File: config.mk
export PLATFORM = sky130hd
export DESIGN_NAME = dispatch_ctrl
export DESIGN_NICKNAME = d
export VERILOG_FILES = /design/src/rtl/dispatch_ctrl_pkg.sv /design/src/rtl/dispatch_slot_scan.sv /design/src/rtl/dispatch_ctrl.sv
export VERILOG_INCLUDE_DIRS = /design/src /design/src/rtl
export SDC_FILE = /design/constraint.sdc
export NUM_CORES = 1
export LEC_CHECK = 0
export ABC_AREA = 1
export BUFFER_PORTS_ARGS = -buffer_cell sky130_fd_sc_hd__buf_2
export CORE_MARGIN = 1
export CORE_UTILIZATION = 40
export CTS_BUF_LIST = sky130_fd_sc_hd__clkbuf_8
export CTS_CLUSTER_DIAMETER = 80
export DETAILED_ROUTE_END_ITERATION = 10
export PLACE_DENSITY_LB_ADDON = 0.2
export SYNTH_ARGS = -nofsm -noshare
export SYNTH_HDL_FRONTEND = slang
export SYNTH_HIERARCHICAL = 1
export SYNTH_SLANG_ARGS = --single-unit
File: constraint.sdc
create_clock -name clock -period 5.1 [get_ports clock]
set_clock_uncertainty 0.15 [all_clocks]
set_input_delay 0 -clock clock [delete_from_list [all_inputs] [get_ports clock]]
set_output_delay 0 -clock clock [all_outputs]
set_load 0.02 [all_outputs]
File: src/rtl/sys_defs.svh
// System-wide defaults for the dispatch controller.
`ifndef SYS_DEFS_SVH
`define SYS_DEFS_SVH

`define MAX_BR         4
`define RECOVER_CYCLES 2

`endif

File: src/rtl/dispatch_ctrl_pkg.sv
// Shared types and constants for the dispatch-width controller.
`include "sys_defs.svh"

package dispatch_ctrl_pkg;

    localparam int unsigned SLOTS = 3;

    typedef enum logic [1:0] {
        RUN     = 2'd0,
        RECOVER = 2'd1,
        HALTED  = 2'd2
    } DISPATCH_CTRL_STATE;

endpackage

File: src/rtl/dispatch_slot_scan.sv
// Combinational in-order grant of the three fetch slots against RS/ROB/PR capacity,
// the in-flight branch limit and the halt cut.
module dispatch_slot_scan
    import dispatch_ctrl_pkg::*;
#(
    parameter int unsigned MAX_BR = 4,
    parameter int unsigned BR_W   = 3
) (
    input  logic             enable_i,
    input  logic [SLOTS-1:0] if_valid_i,
    input  logic [SLOTS-1:0] is_branch_i,
    input  logic [SLOTS-1:0] is_halt_i,
    input  logic [SLOTS-1:0] needs_pr_i,
    input  logic [1:0]       rs_free_i,
    input  logic [1:0]       rob_free_i,
    input  logic [1:0]       pr_free_i,
    input  logic [BR_W-1:0]  br_inflight_i,
    output logic [SLOTS-1:0] grant_o,
    output logic [1:0]       br_grant_o,
    output logic             halt_grant_o
);

    logic       scan_go;
    logic       slot_ok;
    logic [2:0] used;
    logic [2:0] pr_used;
    logic [1:0] br_used;

    always_comb begin
        scan_go      = enable_i;
        slot_ok      = 1'b0;
        used         = '0;
        pr_used      = '0;
        br_used      = '0;
        grant_o      = '0;
        halt_grant_o = 1'b0;
        // Slot 2 is oldest; the first refusal ends the scan so grants stay contiguous.
        for (int i = 2; i >= 0; i--) begin
            slot_ok = scan_go && if_valid_i[i]
                && (used < {1'b0, rs_free_i})
                && (used < {1'b0, rob_free_i})
                && ((pr_used + {2'b00, needs_pr_i[i]}) <= {1'b0, pr_free_i})
                && (!is_branch_i[i]
                    || ((32'(br_inflight_i) + 32'(br_used)) < MAX_BR));
            if (slot_ok) begin
                grant_o[i] = 1'b1;
                used       = used + 3'd1;
                pr_used    = pr_used + {2'b00, needs_pr_i[i]};
                br_used    = br_used + {1'b0, is_branch_i[i]};
                if (is_halt_i[i]) begin
                    scan_go      = 1'b0;
                    halt_grant_o = 1'b1;
                end
            end else begin
                scan_go = 1'b0;
            end
        end
        br_grant_o = br_used;
    end

endmodule

File: src/rtl/dispatch_ctrl.sv
// Dispatch-width controller: run/recover/halt FSM, in-flight branch count and
// dispatch-stall counter around the ordered slot scan.
`include "sys_defs.svh"

module dispatch_ctrl
    import dispatch_ctrl_pkg::*;
#(
    parameter int unsigned MAX_BR         = `MAX_BR,
    parameter int unsigned RECOVER_CYCLES = `RECOVER_CYCLES,
    localparam int unsigned BR_W          = $clog2(MAX_BR + 1),
    localparam int unsigned REC_W         = ($clog2(RECOVER_CYCLES + 1) > 0)
                                            ? $clog2(RECOVER_CYCLES + 1) : 1
) (
    input  logic             clock,
    input  logic             reset,
    input  logic [SLOTS-1:0] if_valid,
    input  logic [SLOTS-1:0] is_branch,
    input  logic [SLOTS-1:0] is_halt,
    input  logic [SLOTS-1:0] needs_pr,
    input  logic [1:0]       rs_free_cnt,
    input  logic [1:0]       rob_free_cnt,
    input  logic [1:0]       pr_free_cnt,
    input  logic             br_resolve,
    input  logic             squash,
    output logic [SLOTS-1:0] dis_en,
    output logic [1:0]       dis_num,
    output logic             fetch_stall,
    output logic [BR_W-1:0]  br_inflight,
    output logic             halted,
    output logic [31:0]      stall_cycles
);

    DISPATCH_CTRL_STATE state_q, state_d;
    logic [REC_W-1:0]   rec_cnt_q, rec_cnt_d;
    logic [BR_W-1:0]    br_inflight_q, br_inflight_d;
    logic [BR_W-1:0]    br_sum;
    logic [31:0]        stall_q, stall_d;

    logic               scan_en;
    logic [SLOTS-1:0]   grant;
    logic [1:0]         br_grant;
    logic               halt_grant;

    // Reset is folded in so the grant is held low for the whole reset window.
    assign scan_en = reset && (state_q == RUN) && !squash;

    dispatch_slot_scan #(
        .MAX_BR (MAX_BR),
        .BR_W   (BR_W)
    ) u_scan (
        .enable_i      (scan_en),
        .if_valid_i    (if_valid),
        .is_branch_i   (is_branch),
        .is_halt_i     (is_halt),
        .needs_pr_i    (needs_pr),
        .rs_free_i     (rs_free_cnt),
        .rob_free_i    (rob_free_cnt),
        .pr_free_i     (pr_free_cnt),
        .br_inflight_i (br_inflight_q),
        .grant_o       (grant),
        .br_grant_o    (br_grant),
        .halt_grant_o  (halt_grant)
    );

    always_ff @(posedge clock or negedge reset) begin
        if (!reset) begin
            state_q       <= RUN;
            rec_cnt_q     <= '0;
            br_inflight_q <= '0;
            stall_q       <= '0;
        end else begin
            state_q       <= state_d;
            rec_cnt_q     <= rec_cnt_d;
            br_inflight_q <= br_inflight_d;
            stall_q       <= stall_d;
        end
    end

    always_comb begin
        state_d   = state_q;
        rec_cnt_d = rec_cnt_q;
        if (squash) begin
            state_d   = RECOVER;
            rec_cnt_d = REC_W'(RECOVER_CYCLES - 1);
        end else begin
            unique case (state_q)
                RUN: begin
                    if (halt_grant) state_d = HALTED;
                end
                RECOVER: begin
                    if (rec_cnt_q == '0) state_d = RUN;
                    else                 rec_cnt_d = rec_cnt_q - REC_W'(1);
                end
                HALTED:  state_d = HALTED;
                default: state_d = RUN;
            endcase
        end

        // A resolve with nothing in flight is dropped rather than underflowing.
        br_sum = br_inflight_q + BR_W'(br_grant);
        if (squash)                                     br_inflight_d = '0;
        else if (br_resolve && (br_inflight_q != '0))   br_inflight_d = br_sum - BR_W'(1);
        else                                            br_inflight_d = br_sum;

        stall_d = stall_q;
        if ((state_q != HALTED) && if_valid[2] && !grant[2]) stall_d = stall_q + 32'd1;
    end

    always_comb begin
        dis_en       = grant;
        dis_num      = {1'b0, grant[2]} + {1'b0, grant[1]} + {1'b0, grant[0]};
        fetch_stall  = reset && ((if_valid & ~grant) != '0);
        br_inflight  = br_inflight_q;
        halted       = (state_q == HALTED);
        stall_cycles = stall_q;
    end

endmodule

==> summary by stage <==
Synth
The average cell area after synthesis is 7.64 µm². Ranked by instance count, the synthesized netlist is headed by nand2_1 (100), inv_1 (60), dfrtp_1 (39). After synthesis, the share of flip-flops with an asynchronous set or reset is 100%. For this run, the number of Yosys warnings is 6. The post-synthesis cell type with the largest combined area is dfrtp_1. The number of synthesized flops with an enable pin is 0.

By instance count, the leading cell after synthesis is nand2_1. The mapped netlist covers 2880 µm². The sequential element share of the synthesized area is 33.9%.

After technology mapping, the gate count stands at 377. The number of storage elements in the synthesis netlist is 39. By area the synthesized netlist is led by dfrtp_1 (34%), nand2_1 (13%), inv_1 (7.8%). The area share of the leading cell type in the synthesized netlist is 33.9%. The net count after synthesis is 419. The netlist uses 34 different library cells. Among all flip-flop cells after synthesis, the most frequent one is dfrtp_1.

Floorplanning
In this run the horizontal extent of the chip is 86.9 µm. The number of core rows is 30. The die area is 7550 µm². The effective utilization at floorplan is 41.9%. After floorplanning, the core was sized to cover 6870 µm². The number of I/O pins is 64. The height of the die is 86.9 µm.

CTS
The H-tree level count is 2. The clock-pin slew of the registers on the worst-case setup and hold paths is 0.08 ns. The TritonCTS buffer count is 5.

The CTS tree is done. For this design, the sink count on the clock tree is 39. The maximum clock insertion buffer count is 2. The CTS root buffer is clkbuf_8.

Clock latency on the worst-skew pair, taken at its later pin, is 0.30 ns.

GRT
The met2 track utilization from global routing is 29.6%. The met1 demand-to-capacity share in global routing is 24.8%. The total grt overflow is 0. The pin count of the biggest net entering global routing is 41. The met3 track demand over resource in global routing is 3.89%. The number of antenna violations at the first check in global routing came to 0.

The global router's overall resource usage is 18.3%. The via count of the first global-routing pass came to 2,432. The first global-routing pass estimated 10,900 µm of wire. The busiest layer in global routing is met2.

Critical path
In this design, the stage delay of the slowest critical-path cell is 0.53 ns. The worst setup path is launched from a register. The type of the worst setup path is register to register.

Data on the critical path arrives at its endpoint at 5.01 ns. Data on the critical path is required at its endpoint by 5.13 ns. The dominant cell type by count on the critical path is nand2_2.

The reg-to-reg startpoint is state_q[0]$_DFFE_PN0P_. The worst-path cell with the longest stage delay is fa_1. Along the worst path, the maximum fanout reaches 3. The endpoint identified for the worst register-to-register timing path is br_inflight[1]$_DFF_PN0_. The depth of the worst register-to-register path is 35.

The worst register-to-register path has a setup slack of 0.12 ns. The endpoint class of the critical path is a register.

Route
The detailed router placed 2,660 vias in this run. For this block, the initial DRC count from the detailed router was 73. The detail route stage leaves a number of antenna-violating nets equal to 0. Summed over all layers, the routed wires come to 6670 µm. The count of unresolved DRC violations after routing is 0. In the routed layout, each cell is associated on average with a via count of 4.71. The first TritonRoute pass finished after 4 iterations. Dividing the detail-routed wire length by the instance count gives 11.8 µm.

Power
The total design power is 939 µW. Power spread over the standard cell area amounts to 253 nW/µm². The analysis attributes to cell leakage a power of 2.03 nW.

IR analysis of the VDD net gives a maximum drop of 0.237 mV.

Timing
The minimum clock period is 4.98 ns. Setup slack on the critical path of the routed design comes to 0.118 ns. The worst-margin pin slew is 0.523 ns. The relative max-transition margin is 65.2%. Setup repair after global routing could not meet its margin everywhere. The portion of the clock cycle consumed by the worst path in the final layout is 97.7%. The achievable frequency is 0.201 GHz. The worst hold slack across all endpoints is 0.0293 ns. The final number of hold-violating endpoints was 0.

Setup violations remaining at the end of the flow were counted as 0. After routing, the total negative slack on setup checks comes to 0 ns. The number of pins with negative max-slew slack in the final report is 0.

Layout
For this run, the post-layout net count is 510. The number of antenna diodes in the final layout is 0. The layout overhead on the synthesized area is 29.0%. In the final layout, the share of cells above drive strength 1 is 33.0%.

The post-layout utilization of the core is 54.1%. For this run, the number of standard cells in the final layout without fillers is 565. With fillers left out, the area of the finished cells amounts to 3720 µm².

Placed design
Buffers placed on the I/O ports in this run total 63. The post-detailed-placement half-perimeter wirelength is 5080 µm. Prior to clock tree synthesis, the placed netlist has a worst setup slack of -0.0982 ns.

The post-detailed-placement cell area is 3340 µm². The global placement routability congestion is 0.866. Counting tap cells, the placed design contains a total of 538 instances.

Status
The flow ran to the end, and the final reports show no timing, DRC or antenna violations.

Worst hold path
The startpoint of the lowest-slack hold path is if_valid[2]. For hold timing, the worst endpoint is stall_cycles[1]$_DFFE_PN0P_. The type of the most critical hold path is primary input to register. The hold-critical path depth is 5.

Flow run
Across the run, the number of max-cap violations was 0.
[final cells by class]
type,count,area [µm²]
repair buffers,86,510
inverters,67,260
well taps,96,120
flip-flops and latches,39,976
clock buffers,7,96.3
clock inverters,1,3.75
fillers,665,3150
multi-input cells,269,1750
[state kept, by name, indices dropped and copies added, names as in the netlist]
name and flops:
stall_cycles 32, br_inflight 3, rec_cnt_q 2, state_q 2
[worst max-delay path, delay by kind of cell (launching register included)]
kind                       cells  cell delay [ns]
and+or+nand+nor               16             1.51
DFF                            1             0.39
AOI/OAI and AO/OA              4             0.45
buffers and inverters          8             0.40
adders and majority gates      7             1.95
[per-layer routing]
metal	up-vias	wire length, µm
met1	1252	3140
met5	-	0
met2	43	3170
met3	10	282
li1	1355	-
met4	0	75
[how the worst max path moves through the flow]
stage | cells past startpoint | to | startpoint
after CTS | 33 | br_inflight[1]$_DFF_PN0_ | state_q[0]$_DFFE_PN0P_
after global routing | 35 | br_inflight[1]$_DFF_PN0_ | state_q[0]$_DFFE_PN0P_
after floorplan | 35 | br_inflight[1]$_DFF_PN0_ | state_q[1]$_DFFE_PN0P_
after detailed placement | 35 | br_inflight[1]$_DFF_PN0_ | state_q[1]$_DFFE_PN0P_
after global placement | 35 | br_inflight[1]$_DFF_PN0_ | state_q[1]$_DFFE_PN0P_
final | 35 | br_inflight[1]$_DFF_PN0_ | state_q[0]$_DFFE_PN0P_
[power by group]
part | leakage (nW) | switching [mW] | total [mW] | internal (mW)
clock network | 0.0557 | 0.110 | 0.231 | 0.122
logic | 1.47 | 0.182 | 0.303 | 0.122
registers | 0.506 | 0.0539 | 0.405 | 0.351
[what timing repair did]
item | CTS | global route
resized for setup | 3 | 32
cloned | 0 | 0
hold endpoints to repair | 46 | 0
setup endpoints to repair | 1 | 3
hold buffers | 9 | 0
setup buffers | 1 | 9
pin swaps | 0 | 21
[layout by cell type (no fill, tap or decap), types with 13 or more instances in the layout]
master / instances
buf_2: 63
buf_4: 14
dfrtp_1: 39
inv_1: 54
nand2_1: 93
nand2_2: 16
nand3_1: 19
nor2_1: 27
nor2_2: 13
xor2_1: 13
[logic make-up after synthesis]
group,after synthesis,share of synthesized area (%)
buffers and inverters,69,9.25
and+or+nand+nor,214,38.6
DFF,39,33.9
AOI/OAI and AO/OA,16,3.04
xor gates and xnor gates,19,5.78
adders and majority gates,20,9.47
Note: power is estimated with default switching activity, not from simulation.
